File: config.mk
export PLATFORM = sky130hd
export DESIGN_NAME = pulse_burst_gen
export DESIGN_NICKNAME = d
export VERILOG_FILES = /design/src/rtl/pulse_burst_pkg.sv /design/src/rtl/pulse_burst_gen_rise_detect.sv /design/src/rtl/pulse_burst_gen.sv
export SDC_FILE = /design/constraint.sdc
export NUM_CORES = 1
export LEC_CHECK = 0
export ABC_AREA = 1
export ABC_CLOCK_PERIOD_IN_PS = 2400
export BUFFER_PORTS_ARGS = -buffer_cell sky130_fd_sc_hd__buf_4
export CAP_MARGIN = 0
export CORE_MARGIN = 4
export CORE_UTILIZATION = 30
export CTS_CLUSTER_SIZE = 24
export DETAILED_ROUTE_END_ITERATION = 10
export SLEW_MARGIN = 30
export SYNTH_ARGS = -nofsm -noshare
export SYNTH_HDL_FRONTEND = slang
export SYNTH_HIERARCHICAL = 1
export SYNTH_SLANG_ARGS = --single-unit
File: constraint.sdc
create_clock -name clk -period 2.4 [get_ports clk]
set_input_delay 0.72 -clock clk [delete_from_list [all_inputs] [get_ports clk]]
set_output_delay 0.72 -clock clk [all_outputs]
set_load 0.005 [all_outputs]
File: src/rtl/pulse_burst_pkg.sv
// pulse_burst_pkg: shared types and constants for the burst generator
package pulse_burst_pkg;
  typedef enum logic [2:0] {IDLE, LEAD, PULSE, GAP, TAIL} state_t;
  localparam int MIN_GAP = 1;
endpackage

File: src/rtl/pulse_burst_gen_rise_detect.sv
// rise_detect: trig history register, resets high so a held trig is not an edge
module rise_detect (
  input  logic clk,
  input  logic rst_n,
  input  logic trig,
  output logic start
);
  logic trig_q;
  always_ff @(posedge clk) trig_q <= !rst_n ? 1'b1 : trig;
  assign start = trig & ~trig_q;
endmodule

File: src/rtl/pulse_burst_gen.sv
// pulse_burst_gen: trigger-started burst of NUM_PULSES spaced pulses under a window
module pulse_burst_gen
  import pulse_burst_pkg::*;
#(
  parameter int NUM_PULSES = 3,
  parameter int GAP_W      = 4
) (
  input  logic                            clk,
  input  logic                            rst_n,
  input  logic                            trig,
  input  logic [GAP_W-1:0]                gap_cfg,
  input  logic                            abort,
  output logic                            window,
  output logic                            pulse,
  output logic                            busy,
  output logic                            done,
  output logic                            aborted,
  output logic [$clog2(NUM_PULSES+1)-1:0] pulse_cnt
);
  localparam int CW = $clog2(NUM_PULSES + 1);
  state_t           state;
  logic [GAP_W-1:0] gap;
  logic [GAP_W-1:0] gap_cnt;
  logic             start;
  rise_detect u_rise (
    .clk   (clk),
    .rst_n (rst_n),
    .trig  (trig),
    .start (start)
  );
  assign busy = state != IDLE;
  always_ff @(posedge clk) begin
    if (!rst_n) begin
      state     <= IDLE;
      window    <= 1'b0;
      pulse     <= 1'b0;
      done      <= 1'b0;
      aborted   <= 1'b0;
      pulse_cnt <= '0;
      gap       <= GAP_W'(MIN_GAP);
      gap_cnt   <= '0;
    end else begin
      done    <= 1'b0;
      aborted <= 1'b0;
      pulse   <= 1'b0;
      if (state != IDLE && abort) begin
        state   <= IDLE;
        window  <= 1'b0;
        aborted <= 1'b1;
      end else begin
        case (state)
          IDLE: if (start && !abort) begin
            state     <= LEAD;
            window    <= 1'b1;
            pulse_cnt <= '0;
            gap       <= gap_cfg < GAP_W'(MIN_GAP) ? GAP_W'(MIN_GAP) : gap_cfg;
          end
          LEAD: begin
            state     <= PULSE;
            pulse     <= 1'b1;
            pulse_cnt <= pulse_cnt + 1'b1;
          end
          PULSE: if (pulse_cnt == CW'(NUM_PULSES)) state <= TAIL;
          else begin
            state   <= GAP;
            gap_cnt <= gap;
          end
          GAP: if (gap_cnt <= GAP_W'(MIN_GAP)) begin
            state     <= PULSE;
            pulse     <= 1'b1;
            pulse_cnt <= pulse_cnt + 1'b1;
          end else gap_cnt <= gap_cnt - 1'b1;
          TAIL: begin
            state  <= IDLE;
            window <= 1'b0;
            done   <= 1'b1;
          end
          default: state <= IDLE;
        endcase
      end
    end
  end
endmodule
==> results of run 1 <==
==> worst register-to-register path, delay by kind of cell (launching register included) <==
| family | cells | cell delay (ns) |
|---|---|---|
| and+or+nand+nor | 8 | 0.66 |
| buffers and inverters | 2 | 0.16 |
| adders and majority gates | 1 | 0.17 |
| DFF | 1 | 0.35 |
==> kinds of logic after synthesis <==
kind of cell / synth area share [%]
buffers and inverters: 9.20
flip-flops: 38.4
adder cells (fa/ha/maj): 4.00
AND/OR/NAND/NOR: 41.9
AO/OA/AOI/OAI: 6.53
==> cells in the final DEF, fill, tap and decap left out <==
master	instances
nand2_1	39
nor2_1	21
inv_1	20
dfxtp_1	18
buf_4	14
nand3_1	9
nand2_2	5
a21oi_1	5
o21ai_0	4
nor2_2	3
ha_1	3
clkbuf_4	3
nor3_1	2
nand2_4	2
nand3b_1	2
nor2_4	1
nand4_1	1
a21oi_2	1
nor3b_1	1
o21bai_1	1
clkbuf_8	1
==> registers in the layout (all words and copies together) (netlist names) <==
name and count:
state 3, u_rise/trig_q 1, window 1, pulse_cnt 2, pulse 1, aborted 1
done 1, gap 4, gap_cnt 4
==> area by class of cell <==
cell class              instances  area [um^2]  share of cell area, %
clock buffers                   4         36.3                   3.23
inverters                      20         75.1                   6.68
multi-input cells             100          492                   43.8
repair buffers                 14          105                   9.35
well taps                      44         55.1                   4.90
flip-flops and latches         18          360                   32.1
==> layer usage <==
layer  routed length (um)  GRT usage [%]  part of all wire [%]  vias to the layer above
met5                    0              0                     0                        -
met4                   25           3.23                   1.3                        0
met3                  111           3.87                   5.8                        4
met2                  916           17.7                    48                       17
met1                  868           12.4                    45                      365
li1                     -              -                     -                      464
==> power by group <==
part	leakage [nW]	total (mW)	switching, mW	internal, mW
Sequential	0.146	0.325	0.0120	0.313
Clock	0.0210	0.192	0.0991	0.0926
Combinational	0.406	0.0994	0.0563	0.0430
==> worst max-delay path by stage <==
stage               startpoint     end  slack, ns  depth (start not counted)
floorplan                 trig  gap[2]       0.96                          7
global placement          trig  gap[2]       0.82                          8
detailed placement        trig  gap[2]       0.77                          8
CTS                   state[2]    busy       0.51                          3
global route          state[2]    busy       0.45                          3
finish                state[2]    busy       0.52                          3
==> stage by stage <==
step | setup WS [ns] | cell area, um^2
finish | 0.521 | 1120
global route | 0.451 | 1120
CTS | 0.514 | 1120
detailed placement | 0.771 | 1090
global placement | 0.821 | 1090
floorplan | 0.961 | 938
==> impl_summary.md, run 1 <==
Logic synthesis
The number of distinct library cell variants in the gate-level netlist after synthesis is 19. The synthesis-stage register bit count is 18. The total nets after synthesis is 150.

The largest total area in the synthesized netlist belongs to dfxtp_1. The part of the Yosys area used for sequential elements is 38.4%. The share of flip-flops with an asynchronous set or reset after synthesis is 0%. The cell area after technology mapping is 938 um^2. The top cell type by area accounts for 38.4% of the synthesized area. The count of mapped cells out of synthesis is 139. Counting flops with a built-in enable in the synthesized netlist gives 0. The Yosys step of the flow raised 6 warnings. Averaged over all synthesized cells, the footprint is 6.75 um^2. By area the synthesized netlist is led by dfxtp_1, nand2_1, nor2_1. The most frequent cell after synthesis is nand2_1. The commonest cells after synthesis are nand2_1, nor2_1, inv_1. For this run, the leading register cell type out of synthesis is dfxtp_1.

Global route
The initial antenna violation count was 0. The number of global-route vias before repair is 823. Entering global routing, the biggest net connects 13 pins. Global routing finished with a remaining overflow of 0. The first global-routing pass estimated 3.39 mm of wire. Across every metal layer, demand over resource in global routing totals 10.6%.

Clock tree
The total number of clock tree sinks is 18. The H-tree depth is 1. The maximum clock insertion buffer count is 2. The CTS buffer count is 3.

The clock slew seen by the registers of the worst setup and hold paths is 0.11 ns. The cts-stage hold buffer count is 0. The CTS tree is built. The clock latency at the later pin of the worst-skew pair is 0.30 ns. The buffer cell driving the clock tree root is clkbuf_4. The quantity of gates resized following cts is 0. Post-CTS timing repair inserted 0 buffers for setup.

Route
The residual antenna-violating net count after detailed routing is 0. The via density per instance is 4.25. After detailed routing, the number of remaining DRC violations is 0. The number of detailed-routing iterations run before antenna repair is 4. The total routed wirelength is 1.92 mm. The routed layout has 850 vias.

For this block, the initial DRC count from the detailed router was 44. In the final routed layout, each cell accounts on average for 9.61 um.

Power
The largest vdd supply drop is 0.279 mV. The total power is 0.616 mW. Summed over all cells, the static leakage comes to 0.573 nW. The total power per unit cell area is 548 nW/um^2.

Die
The height of the die is 63.9 um. The initial core utilization is 31.0%. In this run the horizontal extent of the chip is 63.9 um. The number of primary I/O pins is 15.

The die area is 4090 um^2. The area of the placeable core is 3030 um^2. The floorplan row count is 20.

STA
After layout, the minimum clock period comes to 1.88 ns. Setup violations remaining at the end of the flow were counted as 0. The final hold slack is 0.463 ns. Measured against its own limit, the worst slew margin works out to 83.2%. The final count of hold timing violations is 0. Setup repair after global routing left no endpoint under its margin. The setup TNS after final layout is 0 ns. The maximum clock rate is 532 MHz. The worst setup skew after layout is 0.00681 ns.

After layout, the worst path uses 78.3% of the clock period. The transition time of the tightest slew-check pin is 0.251 ns. The final number of max-transition violations is 0.

Run status
The run finished with clean final reports.

Critical path
The number of buffer and inverter instances along the worst setup path is 1. The data required time of the critical path is 1.68 ns. The startpoint identified for the worst register-to-register timing path is gap_cnt[0]. The critical path launch point type is a register.

The type of destination of the critical path is an output port. Setup slack on the worst reg-to-reg path comes out at 0.97 ns. The signal on the critical path passes through nor2_2 -> nand2_2 -> buf_4. On the critical path, the stage with the largest delay is an instance of dfxtp_1.

By startpoint and endpoint, the worst setup path is classified as reg -> out. The maximum single-stage delay on the critical path is 0.38 ns. The endpoint of the most critical register-to-register path is pulse_cnt[0]. Data on the critical path arrives at its endpoint at 1.16 ns. The largest fanout on the critical path is 4.

Measured in cells, the most critical reg-to-reg path has a length of 11. The family with the most delay on the worst path is flip-flops.

Place
The count of input and output buffers is 14. The count of placed standard cells including taps is 196. The routability congestion estimate from global placement is 0.832.

Summed over all nets, the half-perimeter wirelength after detailed placement is 1.56 mm.

Run
Across the run, the number of max-cap violations was 0.

Cells and area
The share of cells above drive strength 1 is 19.2%. For this run, the share of the core covered by cells in the final layout is 37.1%. After the last flow step, the layout net total stands at 168. 0 antenna diodes ended up in the layout. The layout overhead on the synthesized area is 19.7%.

For this run, the number of standard cells in the final layout without fillers is 200. Fill cells in the final layout number 323.

Worst hold path
The classification of the worst-slack hold path is reg -> reg. For hold timing, the worst endpoint is gap[2]. The worst hold path begins at gap[2]. The worst hold path cell count is 2.
(Power assumes the default switching activity.)
==> inputs of run 2 (changes only) <==
Settings changed: ABC_CLOCK_PERIOD_IN_PS 2400 to 1580.
Clock period 2.4 ns to 1.58 ns, I/O delays scaled along.
==> impl_summary.md, run 2 (synthesis results as in run 1) <==
Clock tree
The total number of clock tree sinks is 18. The clock reaches the later pin of the worst-skew pair after 0.29 ns. The buffer cell driving the clock tree root is clkbuf_4. The H-tree depth is 1.

TritonCTS built the clock tree. No sink is reached through more buffers than the 2 on the longest clock path. The clock slew seen by the registers of the worst setup and hold paths is 0.09 ns.

Buffers inserted during clock tree synthesis total 3.

Cells and area
The layout overhead on the synthesized area is 21.5%. Measured on the finished design, the core utilization comes to 37.6%. The footprint of the flip-flops and latches is 365 um^2. The most frequent standard cell in the layout excluding fill and tap cells is nand2_1.

For this run, the post-layout net count is 170. The number of filler cells placed in the layout is 343. The antenna diode instance count is 0. Summing all multi-input logic gate instances after layout gives 502 um^2. Cells with a size suffix above 1 make up 21.7% of the layout.

The largest registers in the layout are gap x4, gap_cnt x4, state x3. In the layout the commonest cells are nand2_1, inv_1, nor2_1, dfxtp_1, buf_4.

STA
Based on the critical path, the design can be clocked at up to 670 MHz. The minimum period implied by the final worst setup slack is 1.49 ns. Hold timing on the final database bottoms out at a slack of 0.372 ns. The worst path uses 94.5% of the clock period. The final count of hold timing violations is 0.

Summed over all failing endpoints, the final setup total negative slack is 0 ns. The worst setup skew after layout is 0.00203 ns. The max-slew headroom at the worst pin is 83.6%.

The transition time of the tightest slew-check pin is 0.245 ns. The number of failing setup endpoints in the final timing report is 0. The worst-case setup margin in the final layout is 0.0866 ns.

The final number of max-transition violations is 0.

Power
The leakage power total is 0.577 nW. The total power per unit cell area is 767 nW/um^2. The total power is 0.875 mW. The largest vdd supply drop is 0.350 mV.

Critical path
The data required time of the critical path is 1.11 ns. STA classifies the critical path endpoint as an output port. In this run the worst path has a maximum fanout of 7. For the worst setup path, the data arrival time is 1.02 ns. The worst setup path is launched from a register. The worst setup path is of the reg -> out kind.

Route
The first routing iteration left 18 violations. The via density per instance is 4.34. Summed over all layers, the routed wires come to 1.86 mm.

In this run the remaining antenna-violating nets after routing total 0. The routed layout has 873 vias. The average detailed-routed wire length per instance is 9.23 um.

In the routed design, unresolved DRC markers number 0. The first detailed-routing pass took 4 iterations.

Place
The routability congestion estimate from global placement is 0.831. The detailed-placement wirelength estimate is 1.47 mm. Prior to clock tree synthesis, the placed netlist has a worst setup slack of 0.128 ns. The count of input and output buffers is 14.

Die
The initial core utilization is 31.0%. In this run the standard cell core region covers 3030 um^2. During I/O placement, the number of pins put on the boundary was 15. Measured along the y axis, the die boundary spans 63.9 um. Row generation in the floorplan step produced 20 rows. The die area is 4090 um^2. Measured along the x axis, the die boundary spans 63.9 um.

Global route
Entering global routing, the biggest net connects 13 pins. The initial antenna violation count is 0. In the global route stage, overall resource usage came out at 10.3%. The first global-routing pass estimated 3.35 mm of wire. The total grt overflow is 0.

The number of global-route vias before repair is 825.

Run status
The flow ran to the end, and the final reports show no timing, DRC or antenna violations.

Worst hold path
The classification of the worst-slack hold path is in -> reg.

Run
The max-capacitance violation count is 0.
[run 2: per-stage QoR]
stage | cell area, um^2 | std cells
4_1_cts | 1120 | 200
3_5_place_dp | 1090 | 196
6_report | 1140 | 201
2_1_floorplan | 938 | 139
3_3_place_gp | 1090 | 196
5_1_grt | 1140 | 201
[run 2: layout make-up]
type / count / area share (%)
multi-input combinational: 100 / 44.0
sequential: 18 / 32.1
tap: 44 / 4.83
clock buffer: 3 / 1.98
inverter: 20 / 6.59
timing repair buffer: 16 / 10.5
[run 2: power by group]
part / internal, mW / leakage [nW] / switching [mW]
clock network: 0.0887 / 0.0138 / 0.134
registers: 0.474 / 0.147 / 0.0176
logic: 0.0714 / 0.416 / 0.0883
[run 2: worst paths after layout]
path,slack [ns],depth (start not counted),endpoint,from
setup / recovery,0.09,3,busy,state[1]
hold / removal,0.37,3,u_rise/trig_q,trig
setup reg to reg,0.19,9,pulse_cnt[1],gap_cnt[0]
hold reg to reg,0.46,2,gap[2],gap[2]
[run 2: metal layers]
metal / global-route usage [%] / part of all wire [%] / vias to the layer above
met3: 4.22 / 5.0 / 2
met5: 0 / 0 / -
met2: 17.5 / 50 / 16
met4: 2.43 / 0.54 / 0
met1: 11.8 / 44 / 389
li1: - / - / 466
[run 2: critical path, cell delays in order (launching register included)]
cell and delay (ns):
dfxtp_4 0.38, nor2_2 0.15, nand2_2 0.07, buf_4 0.13
[run 2: timing repair]
item	CTS	global route
endpoints found under the setup margin	1	3
pin swaps	1	0
hold buffers	0	0
gates resized for setup	2	3
setup buffers	1	1
==> inputs of run 3 (changes only) <==
Settings changed: ABC_CLOCK_PERIOD_IN_PS 1580 to 1450.
Clock period 1.58 ns to 1.45 ns, I/O delays scaled along.
==> impl_summary.md, run 3 (synthesis results as in run 1) <==
Run status
The run finished with clean final reports.

Critical path
For this design, the slowest cell found on the critical path is dfxtp_4. The number of cells on the worst reg-to-reg path is 11. The endpoint of the most critical register-to-register path is pulse_cnt[0]. Data on the critical path arrives at its endpoint at 0.96 ns. At the worst endpoint, the required time is 1.02 ns. Of all nets on the critical path, the largest fanout is 2. The maximum single-stage delay on the critical path is 0.37 ns. The type of destination of the critical path is an output port. Traced cell by cell, the critical path runs through nor2_4 -> nand2_4 -> buf_6. The register-to-register path setup slack is 0.13 ns. The startpoint of the worst register-to-register path is gap_cnt[1]. The start-to-end type of the worst setup path is reg -> out. The worst setup path is launched from a register.

Place
The routability congestion estimate from global placement is 0.816. The count of input and output buffers is 14. The detailed-placement wirelength estimate is 1.50 mm.

STA
The minimum period implied by the final worst setup slack is 1.40 ns. Based on the critical path, the design can be clocked at up to 716 MHz. In the finished design, the share of the clock period the worst path needs comes to 96.3%. Across all hold checks on the routed design, the worst slack comes to 0.325 ns. The transition time of the tightest slew-check pin is 0.211 ns.

The setup TNS after final layout is 0 ns. The number of failing setup endpoints in the final timing report is 0. The max-slew headroom at the worst pin is 85.8%. The final count of hold timing violations is 0. Clock skew on the completed layout was measured at 0.00511 ns. The final number of max-transition violations is 0. Setup repair after global routing left no endpoint under its margin.

Die
The number of primary I/O pins is 15. The height of the die is 63.9 um. The width of the chip is 63.9 um. After floorplanning, the core was sized to cover 3030 um^2. The initial core utilization is 31.0%. The die area is 4090 um^2. The floorplan row count is 20.

Clock tree
The maximum clock insertion buffer count is 2. The CTS tree is built. Clock tree synthesis found a total of 18 sinks. The later pin in the worst-skew pair is clocked with a latency of 0.29 ns. CTS built an H-tree with a depth of 1. CTS placed an instance of clkbuf_4 at the clock tree root. The clock slew seen by the registers of the worst setup and hold paths is 0.11 ns. The CTS buffer count is 3.

Worst hold path
Along the worst hold path, the cell count comes to 3. The worst hold path begins at trig. The endpoint of the worst hold-timing path is u_rise/trig_q. The classification of the worst-slack hold path is in -> reg.

Global route
The met1 demand-to-capacity share in global routing is 13.0%. In the global route stage, met3 resource usage came out at 3.16%. Entering global routing, the biggest net connects 13 pins. The met2 global-route usage is 16.1%. The global router's overall resource usage is 10.3%. The total grt overflow is 0. The initial antenna violation count is 0. The first global-routing pass estimated 3.41 mm of wire. The layer flagged by global routing as most heavily used is met2.

The number of global-route vias before repair came to 811.

Route
Dividing the detail-routed wire length by the instance count gives 9.67 um. Using the TritonRoute via totals, the vias-per-cell ratio works out to 4.30. The residual antenna-violating net count after detailed routing is 0.

For this block, the via count after detailed routing is 882. After detailed routing, the number of remaining DRC violations is 0. After detailed routing, the total wire length is 1.98 mm. The number of detailed-routing iterations run before antenna repair is 4. In this run, the number of DRC markers left after iteration 0 of detailed routing was 29.

Cells and area
The net count reported at finish is 173. The sequential cells in the finished layout cover a total of 372 um^2. Of the cells placed in the final design, the portion with a size suffix greater than 1 is 29.8%. The layout overhead on the synthesized area is 29.3%. Leaving out fill and tap cells, the most frequent cell in the layout is nand2_1.

The antenna diode instance count is 0. The multi-input combinational cells in the finished layout cover a total of 529 um^2. The layout has 332 filler cells. The largest registers in the layout are gap x4, gap_cnt x4, state x3. The library cells used most frequently in the layout, excluding fill and tap cells, are nand2_1, nor2_1, inv_1, buf_4, dfxtp_1.

Run
Max-cap violations in this run came to 0.

Power
Across the VDD grid, the largest voltage drop is 0.360 mV. The total power is 1.04 mW. The analysis attributes to cell leakage a power of 0.608 nW.

In this run the power density over the cells is 853 nW/um^2.
==> run 3: cell types whose count changed in the layout (fill, tap and decap cells not counted), moves of 2 or more <==
cell / delta
buf_4: +2
dfxtp_1: -3
dfxtp_2: +2
inv_1: -2
inv_2: +2
nand2_1: -2
==> run 3: critical path: cells and delay by family, from the launching register on <==
family                 cells  cell delay, ns
and+or+nand+nor            2            0.19
DFF                        1            0.37
buffers and inverters      1            0.11
==> run 3: how the worst max path moves through the flow <==
stage                          start           end  slack [ns]  depth (start not counted)
after detailed placement  gap_cnt[0]  pulse_cnt[0]        0.06                         11
after floorplan           gap_cnt[0]  pulse_cnt[0]        0.19                         11
final                       state[2]          busy        0.05                          3
after global routing      gap_cnt[1]  pulse_cnt[1]       0.008                         10
after CTS                   state[1]          busy        0.02                          3
after global placement          trig      state[0]        0.05                          9
==> run 3: repair_timing <==
action / in CTS / in global routing
resized for setup: 8 / 11
hold buffers: 0 / 0
setup endpoints to repair: 1 / 7
pin swaps: 2 / 3
setup buffers: 5 / 0
==> run 3: per-layer routing <==
| layer | wire (um) | part of all wire, % |
|---|---|---|
| met2 | 969 | 49 |
| met5 | 0 | 0 |
| met4 | 16 | 0.81 |
| met1 | 917 | 46 |
| met3 | 79 | 4.0 |
==> run 3: area by class of cell <==
| class | instances | area share [%] |
|---|---|---|
| multi-input cells | 100 | 43.6 |
| flip-flops and latches | 18 | 30.6 |
| repair buffers | 19 | 12.1 |
| inverters | 20 | 6.19 |
| well taps | 44 | 4.54 |
| clock buffers | 4 | 2.99 |
==> run 3: stage by stage <==
step,util [%],cell area [um^2],cells,setup WS (ns)
2_1_floorplan,-,938,139,0.192
3_3_place_gp,35.9,1090,196,0.0531
3_5_place_dp,35.9,1090,196,0.0591
4_1_cts,39.0,1180,205,0.0209
5_1_grt,40.1,1210,205,0.00840
6_report,40.1,1210,205,0.0537
==> run 3: power breakdown <==
group / internal [mW] / switching (mW)
Clock: 0.153 / 0.158
Combinational: 0.0869 / 0.104
Sequential: 0.516 / 0.0183
